[src/rtl/load_store_unit.sv]
// rtl/load_store_unit.sv - effective-address calculation and MOV/MOC memory-access sequencer
//
// Purpose: computes the effective address of a load or store, which can be pre- or
// post-indexed and can count up or down. It runs one MOV/MOC handshake per beat and
// supports byte, half and word sizes, sign-extended loads and multi-word bursts. At the
// end it reports the write-back value for the base register.
//
// Ports:
//   main_clk, reset            clock (rising edge), asynchronous active-high reset
//   start, rw, size, sig,      request; all fields are captured when start is accepted
//   pre_index, up, base_addr,  (only while busy=0)
//   offset, count
//   wdata / data_req           store data, which must be valid while data_req=1
//   busy, done, error          operation status; done is a one-cycle pulse
//   rd_valid, rd_data,         per-beat load return with extension; current beat number
//   beat_idx
//   wb_addr                    base register write-back value, valid with done && !error
//   mem_*                      RAM side: address, write data, rw, data length, sig,
//                              mov request, moc completion, read data
//
// DATA_W must be at least 16 and a power of two.
module load_store_unit #(
    parameter int DATA_W  = 32,
    parameter int ADDR_W  = 9,
    parameter int CNT_W   = 4,
    parameter int TIMEOUT = 16
) (
    input  logic              main_clk,
    input  logic              reset,
    input  logic              start,
    input  logic              rw,
    input  logic [1:0]        size,
    input  logic              sig,
    input  logic              pre_index,
    input  logic              up,
    input  logic [ADDR_W-1:0] base_addr,
    input  logic [ADDR_W-1:0] offset,
    input  logic [CNT_W-1:0]  count,
    input  logic [DATA_W-1:0] wdata,
    output logic              data_req,
    output logic              busy,
    output logic              done,
    output logic              error,
    output logic              rd_valid,
    output logic [DATA_W-1:0] rd_data,
    output logic [CNT_W-1:0]  beat_idx,
    output logic [ADDR_W-1:0] wb_addr,
    output logic [ADDR_W-1:0] mem_addr,
    output logic [DATA_W-1:0] mem_wdata,
    output logic              mem_rw,
    output logic [1:0]        mem_dl,
    output logic              mem_sig,
    output logic              mem_mov,
    input  logic              mem_moc,
    input  logic [DATA_W-1:0] mem_rdata
);
    localparam int BYTES   = DATA_W / 8;
    localparam int ALIGN_W = (BYTES > 1) ? $clog2(BYTES) : 1;
    localparam int TMR_W   = $clog2(TIMEOUT + 1);

    typedef enum logic [2:0] {
        S_IDLE,
        S_ADDR,
        S_ACCESS,
        S_NEXT,
        S_FINISH
    } state_t;

    state_t             state;
    logic               r_pre;
    logic               r_up;
    logic [ADDR_W-1:0]  r_base;
    logic [ADDR_W-1:0]  r_off;
    logic [CNT_W-1:0]   r_last;     // index of the final beat
    logic [TMR_W-1:0]   timer;

    logic [1:0]         eff_size_c;
    logic [ADDR_W-1:0]  ea_c;
    logic [ADDR_W-1:0]  first_c;
    logic               misaligned_c;
    logic [CNT_W:0]     nbeats_c;
    logic [ADDR_W-1:0]  span_c;
    logic [ADDR_W-1:0]  wb_c;
    logic [DATA_W-1:0]  rd_ext_c;

    // A burst always moves whole words. The reserved size code 11 also means a word.
    assign eff_size_c = (count > CNT_W'(1) || size == 2'b11) ? 2'b10 : size;

    assign ea_c    = r_up ? r_base + r_off : r_base - r_off;
    assign first_c = r_pre ? ea_c : r_base;

    assign misaligned_c = (mem_dl == 2'b01 && first_c[0]) ||
                          (mem_dl == 2'b10 && first_c[ALIGN_W-1:0] != '0);

    // The burst span is nbeats * BYTES. BYTES is a power of two, so this is a shift.
    assign nbeats_c = {1'b0, r_last} + {{CNT_W{1'b0}}, 1'b1};
    assign span_c   = ADDR_W'({nbeats_c, {ALIGN_W{1'b0}}});

    // A single beat writes back base +/- offset for both indexing modes.
    // A burst writes back the address just past the last word it moved.
    assign wb_c = (r_last == '0) ? ea_c
                                 : (r_up ? first_c + span_c : first_c - span_c);

    // RAM data is right-justified. Extend the data to the full width.
    always_comb begin
        rd_ext_c = mem_rdata;
        case (mem_dl)
            2'b00:   rd_ext_c = {{(DATA_W-8){mem_sig & mem_rdata[7]}}, mem_rdata[7:0]};
            2'b01:   rd_ext_c = {{(DATA_W-16){mem_sig & mem_rdata[15]}}, mem_rdata[15:0]};
            default: rd_ext_c = mem_rdata;
        endcase
    end

    // Store data goes straight through to RAM while it is being requested.
    assign mem_wdata = data_req ? wdata : '0;

    always_ff @(posedge main_clk or posedge reset) begin
        if (reset) begin
            state    <= S_IDLE;
            r_pre    <= 1'b0;
            r_up     <= 1'b0;
            r_base   <= '0;
            r_off    <= '0;
            r_last   <= '0;
            timer    <= '0;
            data_req <= 1'b0;
            busy     <= 1'b0;
            done     <= 1'b0;
            error    <= 1'b0;
            rd_valid <= 1'b0;
            rd_data  <= '0;
            beat_idx <= '0;
            wb_addr  <= '0;
            mem_addr <= '0;
            mem_rw   <= 1'b0;
            mem_dl   <= 2'b00;
            mem_sig  <= 1'b0;
            mem_mov  <= 1'b0;
        end else begin
            done     <= 1'b0;
            rd_valid <= 1'b0;
            case (state)
                S_IDLE: begin
                    if (start) begin
                        mem_rw   <= rw;
                        mem_dl   <= eff_size_c;
                        mem_sig  <= sig;
                        r_pre    <= pre_index;
                        r_up     <= up;
                        r_base   <= base_addr;
                        r_off    <= offset;
                        r_last   <= (count == '0) ? '0 : count - CNT_W'(1);
                        beat_idx <= '0;
                        timer    <= '0;
                        error    <= 1'b0;
                        busy     <= 1'b1;
                        state    <= S_ADDR;
                    end
                end
                S_ADDR: begin
                    wb_addr <= wb_c;
                    if (misaligned_c) begin
                        error <= 1'b1;
                        done  <= 1'b1;
                        state <= S_FINISH;
                    end else begin
                        mem_addr <= first_c;
                        mem_mov  <= 1'b1;
                        data_req <= ~mem_rw;
                        timer    <= '0;
                        state    <= S_ACCESS;
                    end
                end
                S_ACCESS: begin
                    // A completion in the cycle where the timer expires still counts.
                    if (mem_moc) begin
                        mem_mov  <= 1'b0;
                        data_req <= 1'b0;
                        if (mem_rw) begin
                            rd_valid <= 1'b1;
                            rd_data  <= rd_ext_c;
                        end
                        if (beat_idx == r_last) begin
                            done  <= 1'b1;
                            state <= S_FINISH;
                        end else begin
                            state <= S_NEXT;
                        end
                    end else if (timer == TMR_W'(TIMEOUT - 1)) begin
                        mem_mov  <= 1'b0;
                        data_req <= 1'b0;
                        error    <= 1'b1;
                        done     <= 1'b1;
                        state    <= S_FINISH;
                    end else begin
                        timer <= timer + TMR_W'(1);
                    end
                end
                S_NEXT: begin
                    // The beat index and address advance only here. They still describe
                    // the completed beat while its rd_valid is high.
                    beat_idx <= beat_idx + CNT_W'(1);
                    mem_addr <= r_up ? mem_addr + ADDR_W'(BYTES) : mem_addr - ADDR_W'(BYTES);
                    mem_mov  <= 1'b1;
                    data_req <= ~mem_rw;
                    timer    <= '0;
                    state    <= S_ACCESS;
                end
                S_FINISH: begin
                    busy  <= 1'b0;
                    state <= S_IDLE;
                end
                default: state <= S_IDLE;
            endcase
        end
    end
endmodule

[config.mk]
export PLATFORM = sky130hd
export DESIGN_NAME = load_store_unit
export DESIGN_NICKNAME = d
export VERILOG_FILES = /design/src/rtl/load_store_unit.sv
export SDC_FILE = /design/constraint.sdc
export NUM_CORES = 1
export LEC_CHECK = 0
export ABC_AREA = 1
export CAP_MARGIN = 20
export CORE_ASPECT_RATIO = 0.8
export CORE_UTILIZATION = 47
export CTS_CLUSTER_SIZE = 28
export DETAILED_ROUTE_END_ITERATION = 7
export PLACE_DENSITY = 0.93
export SYNTH_ARGS = -nofsm -noshare
export SYNTH_HDL_FRONTEND = slang
export SYNTH_SLANG_ARGS = --single-unit
[constraint.sdc]
create_clock -name main_clk -period 4.4 [get_ports main_clk]
set_input_delay 1.32 -clock main_clk [delete_from_list [all_inputs] [get_ports main_clk]]
set_output_delay 1.32 -clock main_clk [all_outputs]
set_load 0.03 [all_outputs]
Yosys cells after proc, flatten, opt, wreduce, memory -nomap -nowiden
Index checks and enable logic that the tools add are counted.

Register bits after elaboration: 96. Bits of input ports: 96. Output and inout bits: 96. Logic and storage cells: 119.

Add/sub/neg operators: 10. Magnitude comparators: 1. Equal/unequal tests: 16. Multiplexer cells: 45. Bitwise gates (word level): 3. Reduce and logical (&&, ||, !) cells: 24.

Operators by type and width (count): 32-bit one-hot mux with 2 select lines (1); 9-bit two-way mux (6); 32-bit two-way mux (1); 5-bit two-way mux (4); 5-bit one-hot mux with 4 select lines (1); 9-bit one-hot mux with 2 select lines (1); 1-bit two-way mux (16); 3-bit two-way mux (5); 2-bit != test (second input constant) (6); 3-bit one-hot mux with 4 select lines (1); 2-bit AND reduction (5); 5-bit AND reduction (2); 9-bit by 3-bit adder with 9-bit output (second input constant) (1); 9-bit by 7-bit adder with 9-bit output (1); 9-bit adder (1); 1-bit one-hot mux with 3 select lines (3); 9-bit by 3-bit subtractor with 9-bit output (second input constant) (1); 9-bit by 7-bit subtractor with 9-bit output (1); 9-bit subtractor (1); 4-bit logical NOT (2); 4-bit two-way mux (2); 4-bit one-hot mux with 2 select lines (1); 2-bit nonzero test (4); 3-bit by 2-bit equality test with 1-bit output (second input constant) (2); 23 further kinds (30).

Depth between registers and ports, before layout
Gate-level depths: netlist of the first run.

Depth in word-level cells: 8. Depth in mapped cells: 24. Gate-level depth less buffers: 24.

Worst setup path after synthesis of the first run
No wires, ideal clock.

Kind: flip-flop to flip-flop. Start point: register r_up. End point: register wb_addr[7]. Setup time: 0.119 ns. Arrival: 3.187 ns. Data required time: 4.281 ns. Setup slack: 1.094 ns. Stages on the path, launching flop included: 22. Clock period less this slack: 3.306 ns. Cell sequence: dfrtp_1 -> buf_4 -> inv_1 -> buf_2 -> o21ai_0 -> fa_1 -> nand3_1 -> nand3_1 -> xor2_1 -> nand2_1 -> o21ai_0 -> ha_1 -> inv_1 -> nor2_1 -> nor2_1 -> nor2_1 -> or2_2 -> a21oi_1 -> nand2_1 -> nand3_1 -> nand3_1 -> o21a_1.

Cells in the longest elaborated chain, start to end: 5.

RTL lines: from (decl) (RTL line 71) `logic r_up;`; from (signal assigned) (RTL line 149) `r_up <= up;`; 9-bit two-way mux (RTL line 89) `assign ea_c = r_up ? r_base + r_off : r_base - r_off;`; 9-bit two-way mux (RTL line 90) `assign first_c = r_pre ? ea_c : r_base;`; 9-bit by 7-bit subtractor with 9-bit output or 9-bit by 7-bit adder with 9-bit output (tied branches) (RTL line 102) `: (r_up ? first_c + span_c : first_c - span_c);`; 9-bit two-way mux (RTL line 102); 9-bit two-way mux * (RTL line 101) `assign wb_c = (r_last == '0) ? ea_c`; to (signal assigned) (RTL line 161) `wb_addr <= wb_c;`; to (decl) (RTL line 47) `output logic [ADDR_W-1:0] wb_addr,`.

Every way passes the cells marked *; elsewhere a longest branch is shown, timed or not. A chain may end at the register's enable or synchronous reset.

Worst setup path in the final report of the first run
Start point: input wdata[7]. End point: output mem_wdata[7].

Cells in the longest elaborated chain, start to end: 1.

RTL lines: from (decl) (RTL line 39) `input logic [DATA_W-1:0] wdata,`; 32-bit two-way mux (RTL line 115) `assign mem_wdata = data_req ? wdata : '0;`; to (decl) (RTL line 49) `output logic [DATA_W-1:0] mem_wdata,`.

Every way passes these cells.

==> summary.md, run 1 <==
| Metric | Value |
|---|---|
| Result of the run | finished, violations left |
| Failing checks | design-rule violations |
| Clock tree root driver cell | sky130_fd_sc_hd__clkbuf_16 |
| Total of cells resized after clock tree synthesis | 0 |
| Final slew viol count | 0 |
| WP data arrival | 2.68 ns |
| DR iter-0 viols | approximately 330 |
| Switching Fraction | 51.19% |
| Sum of buffers and inverters on the critical path | 3 |
| FF-to-FF path depth | 21 |
| Number of setup violations in the final report | 0 |
| Die Footprint | 12630 µm² |
| Worst min-delay path category | reg -> reg |
| Starting Density | about 50% |
| Worst-path cell with the longest stage delay | sky130_fd_sc_hd__clkdlybuf4s50_1 |
| Area used by sequential logic in the layout | approximately 2400 µm² |
| Inst Count DP | ~1100 |
| Total power after layout | between 7000 and 8000 µW |
| Number of fill cells in the layout | just over 900 |
| Class of the most critical setup path | in -> out |
| Residual DRC | 18 |
| Async S/R FF share, synth | 100.0% |
| Syn_nets | approximately 900 |
| Critical Path Fanout Max | 1 |
| Flop pwr share | about 22% |
| Highest ir drop seen on vdd | between 500 and 600 µV |
| Largest net degree at the start of global routing | 44 |
| Core area | 11690 µm² |
| Most numerous cell in the Yosys netlist | sky130_fd_sc_hd__nand2_1 |
| Dominant cells by area after synthesis | sky130_fd_sc_hd__dfrtp_1 (42%), sky130_fd_sc_hd__nand2_1 (14%), sky130_fd_sc_hd__inv_1 (6.2%) |
| Critical register-to-register path endpoint | wb_addr[7]$_DFFE_PP0N_ |
| Clk network pwr share | a little over a tenth |
| Areal power density over the cells | between 900 and 1000 nW/µm² |
| Min cycle time layout | 3.997 ns |
| Final period utilization | ~91% |
| Post-synth top cells | sky130_fd_sc_hd__nand2_1 (214), sky130_fd_sc_hd__dfrtp_1 (96), sky130_fd_sc_hd__inv_1 (94) |
| Reg-to-reg critical path startpoint | r_off[0]$_DFFE_PP0P_ |
| RSZ-0062 raised after global routing | no |
| Critical path destination | mem_wdata[7] |
| Post-synthesis average cell area | 7.562 µm² |
| Number of standard cells in the final layout excluding fillers | 1100 |
| Number of nets with antenna violations after routing | 0 |
| Ant diodes | 0 |
| Top cell type's share of synthesized area | a little over two fifths |
| Drt wl/cell | approximately 15 µm |
| Prevailing post-synth register cell | sky130_fd_sc_hd__dfrtp_1 |
| Final std cell area, no fill | between 8000 and 9000 µm² |
| Internal power | 3732 µW |
| Sequential cell area fraction in the yosys report | a little over two fifths |
| Total overflow reported by the global router | 0 |
| Clock sinks | 96 |
| Required arrival time at the worst endpoint | 3.08 ns |
| IO Pins | 192 |
| Static power due to leakage | 0.004002 µW |
| Met1 Usage GRT | about 30% |
| Clock transition time at the flip-flop clock pins of the worst setup and hold paths | 0.07 ns |
| Vias per cell | 5.253 |
| Total CTS buffers | 9 |
| Combinational group share of total power | between 60% and 70% |
| First-pass GRT wire length | 26990 µm |
| Final #Nets | ~1100 |
| Met3 track demand over resource | about 8% |
| Area after DPL | around 7800 µm² |
| Fraction of final layout cells with drive strength greater than 1 | 6.618% |
| Initial DRT Pass Iterations | 8 |
| Insertion delay to the later sink of the worst-skew pair | 0.35 ns |
| Beginning of the worst hold path | wb_addr[6]$_DFFE_PP0N_ |
| Global-route layer with the greatest usage | met2 |
| Slew at the pin closest to its max-slew limit | roughly 0.77 ns |
| Number of enable flip-flop cells after synthesis | 0 |
| Headroom to the max-slew limit | about half |
| Cell chain of the critical path | clkdlybuf4s50_1 > nand2_1 > inv_1 > clkdlybuf4s50_1 |
| Met2 global-route usage | roughly half |
| Worst reg2reg setup slack | 0.46 ns |
| # rows | 35 |
| Total vias in the final route | between 5000 and 6000 |
| Clock tree from TritonCTS | yes |
| Cts hold-fix bufs | 0 |
| Number of buffers on the longest clock path | 2 |
| I/O Buffers | 191 |
| Final hold viol count | 0 |
| Area of the multi-input gates | between 2000 and 3000 µm² |
| Postcts setup bufs | 0 |
| CP startpoint | wdata[7] |
| Highest cell delay on the worst timing path | 0.69 ns |
| Number of antenna violations at the first check in global routing | 0 |
| Routability congestion estimate | ~0.91 |
| F_max | approximately 0.25 GHz |
| #FFs+latches synth | 96 |
| Largest area contributor in the netlist | sky130_fd_sc_hd__dfrtp_1 |
| Level count of the clock H-tree | 3 |
| Dominant delay contributor by cell family on the critical path | buffers and inverters |
| Number of distinct standard cells referenced by the synthesized netlist | a little over 40 |
| Total detailed-routing wirelength | between 15000 and 20000 µm |
| Total track usage | a little over a quarter |
| Ys Warns | 0 |
| Setup skew after layout | 0.009760 ns |
| Post-detail-place hpwl | roughly 13000 µm |
| Number of maximum-capacitance constraint violations | 0 |
| Overall die height | 100.7 µm |
| Sum of negative setup slack | 0 ns |
| Post-synthesis cell area | 5724 µm² |
| Sort of element at the start of the critical path | input port |
| Layout overhead on the synthesized area | 41.57% |
| Number of cells produced by synthesis | 757 |
| Net switching component of the power | 3914 µW |
| Critical Path End Type | output pin |
| Depth of the critical timing path with buffers and inverters included | 4 |
| Vias in the first global route | around 5600 |
| Most frequent CP cell | sky130_fd_sc_hd__clkdlybuf4s50_1 |
| X dimension of the die | between 100 and 150 µm |
## placed cells by master, fill, tap and decap left out, types with 12 or more instances in the layout
master / n
sky130_fd_sc_hd__buf_4: 12
sky130_fd_sc_hd__nor2_1: 55
sky130_fd_sc_hd__dfrtp_1: 96
sky130_fd_sc_hd__o21ai_0: 49
sky130_fd_sc_hd__clkdlybuf4s50_1: 191
sky130_fd_sc_hd__ha_1: 26
sky130_fd_sc_hd__nand2_1: 214
sky130_fd_sc_hd__inv_1: 93
sky130_fd_sc_hd__xor2_1: 15
sky130_fd_sc_hd__a21oi_1: 68
sky130_fd_sc_hd__nand3_1: 33
## metal layers
metal,wire [µm],vias to the layer above
met4,509,0
li1,-,2810
met5,0,-
met3,1575,34
met2,7965,270
met1,6572,2664
## how the worst min path moves through the flow
stage / to / cells after the start
after floorplan: r_base[3]$_DFFE_PP0P_ / 2
after global placement: rd_data[7]$_DFFE_PP0P_ / 2
after detailed placement: rd_data[0]$_DFFE_PP0P_ / 2
after CTS: rd_data[2]$_DFFE_PP0P_ / 2
after global routing: rd_data[8]$_DFFE_PP0P_ / 2
final: wb_addr[6]$_DFFE_PP0N_ / 2
## stage by stage
| stage | worst slack (ns) | util [%] | hold slack, ns |
|---|---|---|---|
| 2_1_floorplan | 0.5746 | - | 0.4688 |
| 3_3_place_gp | 0.3967 | 66.61 | 0.4636 |
| 3_5_place_dp | 0.3995 | 66.61 | 0.4662 |
| 4_1_cts | 0.3995 | 69.31 | 0.4886 |
| 5_1_grt | 0.1727 | 69.31 | 0.5175 |
| 6_report | 0.4025 | 69.31 | 0.4848 |
## cell type report
type                    count  share of cell area (%)
flip-flops and latches     96                   29.64
well taps                 148                   2.285
multi-input cells         533                   34.61
inverters                 104                   4.863
repair buffers            203                   24.70
clock buffers               9                   2.779
clock inverters             7                   1.112
## cells by family after synthesis
logic type / Yosys count / synth area share, %
AO/OA/AOI/OAI: 144 / 13.66
XOR/XNOR: 23 / 3.519
adder cells (fa/ha/maj): 29 / 6.732
AND/OR/NAND/NOR: 335 / 24.74
multiplexers: 2 / 0.3497
flip-flops: 96 / 41.97
buffers and inverters: 128 / 9.027
## tightest hold or removal path: stages (launching register included)
cell and delay [ns]:
sky130_fd_sc_hd__dfrtp_1 0.35, sky130_fd_sc_hd__nand2_1 0.05, sky130_fd_sc_hd__nand2_1 0.05
## state kept, by name, indices dropped and copies added (netlist names), 2 cells and up
name      cells
mem_addr      9
rd_data      32
mem_dl        2
r_base        9
state         3
r_off         9
r_last        4
wb_addr       9
beat_idx      4
timer         5
## power groups by stage
stage,sequential [µW],combinational (µW),clock [µW]
2_1_floorplan,2120,2990,0
3_3_place_gp,1670,4880,0
3_5_place_dp,1690,5030,0
4_1_cts,1690,5110,837
5_1_grt,1740,5680,873
6_report,1690,5130,826
Power figures use the tool's default switching activity.
==> run 2, diff against run 1 <==
Settings changed: CORE_UTILIZATION 47 to 39, PLACE_DENSITY 0.93 to 0.81.
==> run 2 against run 1 <==
- the flow now finishes without violations
- cell area increased by 0.54%
- combinational power decreased by 2%
- total power decreased by 0.40%
- clock power increased by 5.3%
- sequential power about the same
- critical path type unchanged
- largest cell class unchanged
- largest power group unchanged
==> summary.md, run 2 (synthesis gave the netlist of run 1 again) <==
| Metric | Value |
|---|---|
| Worst hold margin | 0.4802 ns |
| X dimension of the die | between 100 and 150 µm |
| Layout overhead on the synthesized area | 42.34% |
| Depth of the critical timing path with buffers and inverters included | 4 |
| RSZ-0062 raised after global routing | no |
| Total vias in the final route | around 5500 |
| Die Footprint | ~15000 µm² |
| Number of setup violations in the final report | 0 |
| Worst setup margin | between 0.4 and 0.5 ns |
| Clock transition time at the flip-flop clock pins of the worst setup and hold paths | approximately 0.070 ns |
| Static power due to leakage | around 0.004 µW |
| Highest cell delay on the worst timing path | 0.68 ns |
| Total CTS buffers | 9 |
| Cell chain of the critical path | clkdlybuf4s50_1 > nand2_1 > inv_1 > clkdlybuf4s50_1 |
| Most frequent CP cell | sky130_fd_sc_hd__clkdlybuf4s50_1 |
| Number of standard cells in the final layout excluding fillers | around 1100 |
| Cell count of the worst hold path | 2 |
| Switching Fraction | 50.46% |
| F_max | approximately 0.25 GHz |
| Class of the most critical setup path | in -> out |
| Number of nets with antenna violations after routing | 0 |
| Fraction of final layout cells with drive strength greater than 1 | about 6% |
| Worst-path cell with the longest stage delay | sky130_fd_sc_hd__clkdlybuf4s50_1 |
| Postcts setup bufs | 0 |
| Clk network pwr share | between 10% and 20% |
| Total detailed-routing wirelength | about 16000 µm |
| Min cycle time layout | between 3 and 4 ns |
| Internal power | ~3800 µW |
| Cts hold-fix bufs | 0 |
| Required arrival time at the worst endpoint | approximately 3 ns |
| Vias in the first global route | ~5200 |
| Result of the run | completed |
| Headroom to the max-slew limit | a little over a third |
| Final period utilization | around 90% |
| Clock tree from TritonCTS | yes |
| # rows | 39 |
| Largest reg by FF count | rd_data |
| Final slew viol count | 0 |
| Post-detail-place hpwl | between 10000 and 15000 µm |
| Initial DRT Pass Iterations | 5 |
| Most common cell after layout, fill and taps aside | sky130_fd_sc_hd__nand2_1 |
| Starting Density | ~40% |
| Most frequent cells in the layout | sky130_fd_sc_hd__nand2_1 (214), sky130_fd_sc_hd__clkdlybuf4s50_1 (191), sky130_fd_sc_hd__dfrtp_1 (96) |
| Final #Nets | 1068 |
| Setup skew after layout | between 0.009 and 0.01 ns |
| Largest register FFs | 32 |
| Sort of element at the start of the critical path | input port |
| FF-to-FF path depth | 22 |
| Core area | roughly 14000 µm² |
| Vias per cell | 4.883 |
| Drt wl/cell | around 15 µm |
| Residual DRC | 0 |
| Level count of the clock H-tree | 3 |
| I/O Buffers | around 190 |
| Inst Count DP | around 1100 |
| Placement Setup Slack | about 0.42 ns |
| Clock sinks | 96 |
| Worst min-delay path category | reg -> reg |
| Total overflow reported by the global router | 0 |
| Slew at the pin closest to its max-slew limit | roughly 0.95 ns |
| Dominant delay contributor by cell family on the critical path | buffers and inverters |
| Post-route core utilization | ~57% |
| Flop pwr share | 22.6% |
| First-pass GRT wire length | approximately 25000 µm |
| Areal power density over the cells | about 930 nW/µm² |
| Highest ir drop seen on vdd | between 500 and 600 µV |
| Number of buffers on the longest clock path | 2 |
| IO Pins | around 190 |
| Clock tree root driver cell | sky130_fd_sc_hd__clkbuf_16 |
| Critical Path Fanout Max | 1 |
| Number of fill cells in the layout | around 1300 |
| Total track usage | a little over a fifth |
| WP data arrival | between 2 and 3 ns |
| Number of maximum-capacitance constraint violations | 0 |
| Total of cells resized after clock tree synthesis | 0 |
| Sum of negative setup slack | 0 ns |
| Insertion delay to the later sink of the worst-skew pair | 0.35 ns |
| Largest net degree at the start of global routing | a little under 60 |
| Critical Path End Type | output pin |
| Number of antenna violations at the first check in global routing | 1 |
| Sum of buffers and inverters on the critical path | 3 |
| Final hold viol count | 0 |
| Combinational group share of total power | between 60% and 70% |
| Routability congestion estimate | between 0.8 and 0.9 |
| DR iter-0 viols | about 310 |
| Overall die height | between 100 and 150 µm |
| Net switching component of the power | 3843 µW |
## run 2: final timing paths
path	startpoint	end	slack, ns
setup / recovery	wdata[8]	mem_wdata[8]	0.43
hold / removal	rd_data[1]$_DFFE_PP0P_	rd_data[1]$_DFFE_PP0P_	0.48
setup reg to reg	r_off[0]$_DFFE_PP0P_	wb_addr[7]$_DFFE_PP0N_	0.59
hold reg to reg	rd_data[1]$_DFFE_PP0P_	rd_data[1]$_DFFE_PP0P_	0.48
max in group asynchronous	reset	r_off[1]$_DFFE_PP0P_	2.25
min in group asynchronous	reset	rd_data[19]$_DFFE_PP0P_	1.46
## run 2: worst min-delay path, cell delays in order, from the launching register on
cell                      delay, ns
sky130_fd_sc_hd__dfrtp_1       0.34
sky130_fd_sc_hd__nand2_1       0.05
sky130_fd_sc_hd__nand2_1       0.05
## run 2: routing by layer
layer	track usage, %	wire (µm)
met2	38.66	8198
met5	0	0
met3	4.938	1077
met1	26.44	6892
met4	6.436	294
## run 2: power groups by stage
stage               Combinational [µW]  Sequential, µW  Clock, µW
floorplan                         2990            2120          0
CTS                               5010            1720        886
finish                            5020            1720        870
detailed placement                4980            1730          0
global placement                  4850            1710          0
global route                      5590            1780        918
## run 2: area by class of cell
class / count / area, µm² / share of cell area (%)
Clock buffer: 11 / 242.7 / 2.979
Antenna cell: 1 / 2.502 / 0.03071
Inverter: 104 / 394.1 / 4.837
Multi-Input combinational cell: 533 / 2805 / 34.43
Clock inverter: 5 / 86.33 / 1.060
Timing Repair Buffer: 199 / 1984 / 24.36
Tap cell: 184 / 230.2 / 2.826
Sequential cell: 96 / 2402 / 29.48
## run 2: metrics by stage
step	area [µm²]	total power, µW
floorplan	5724	5110
global placement	7816	6563
detailed placement	7816	6714
CTS	8145	7616
global route	8148	8293
finish	8148	7615
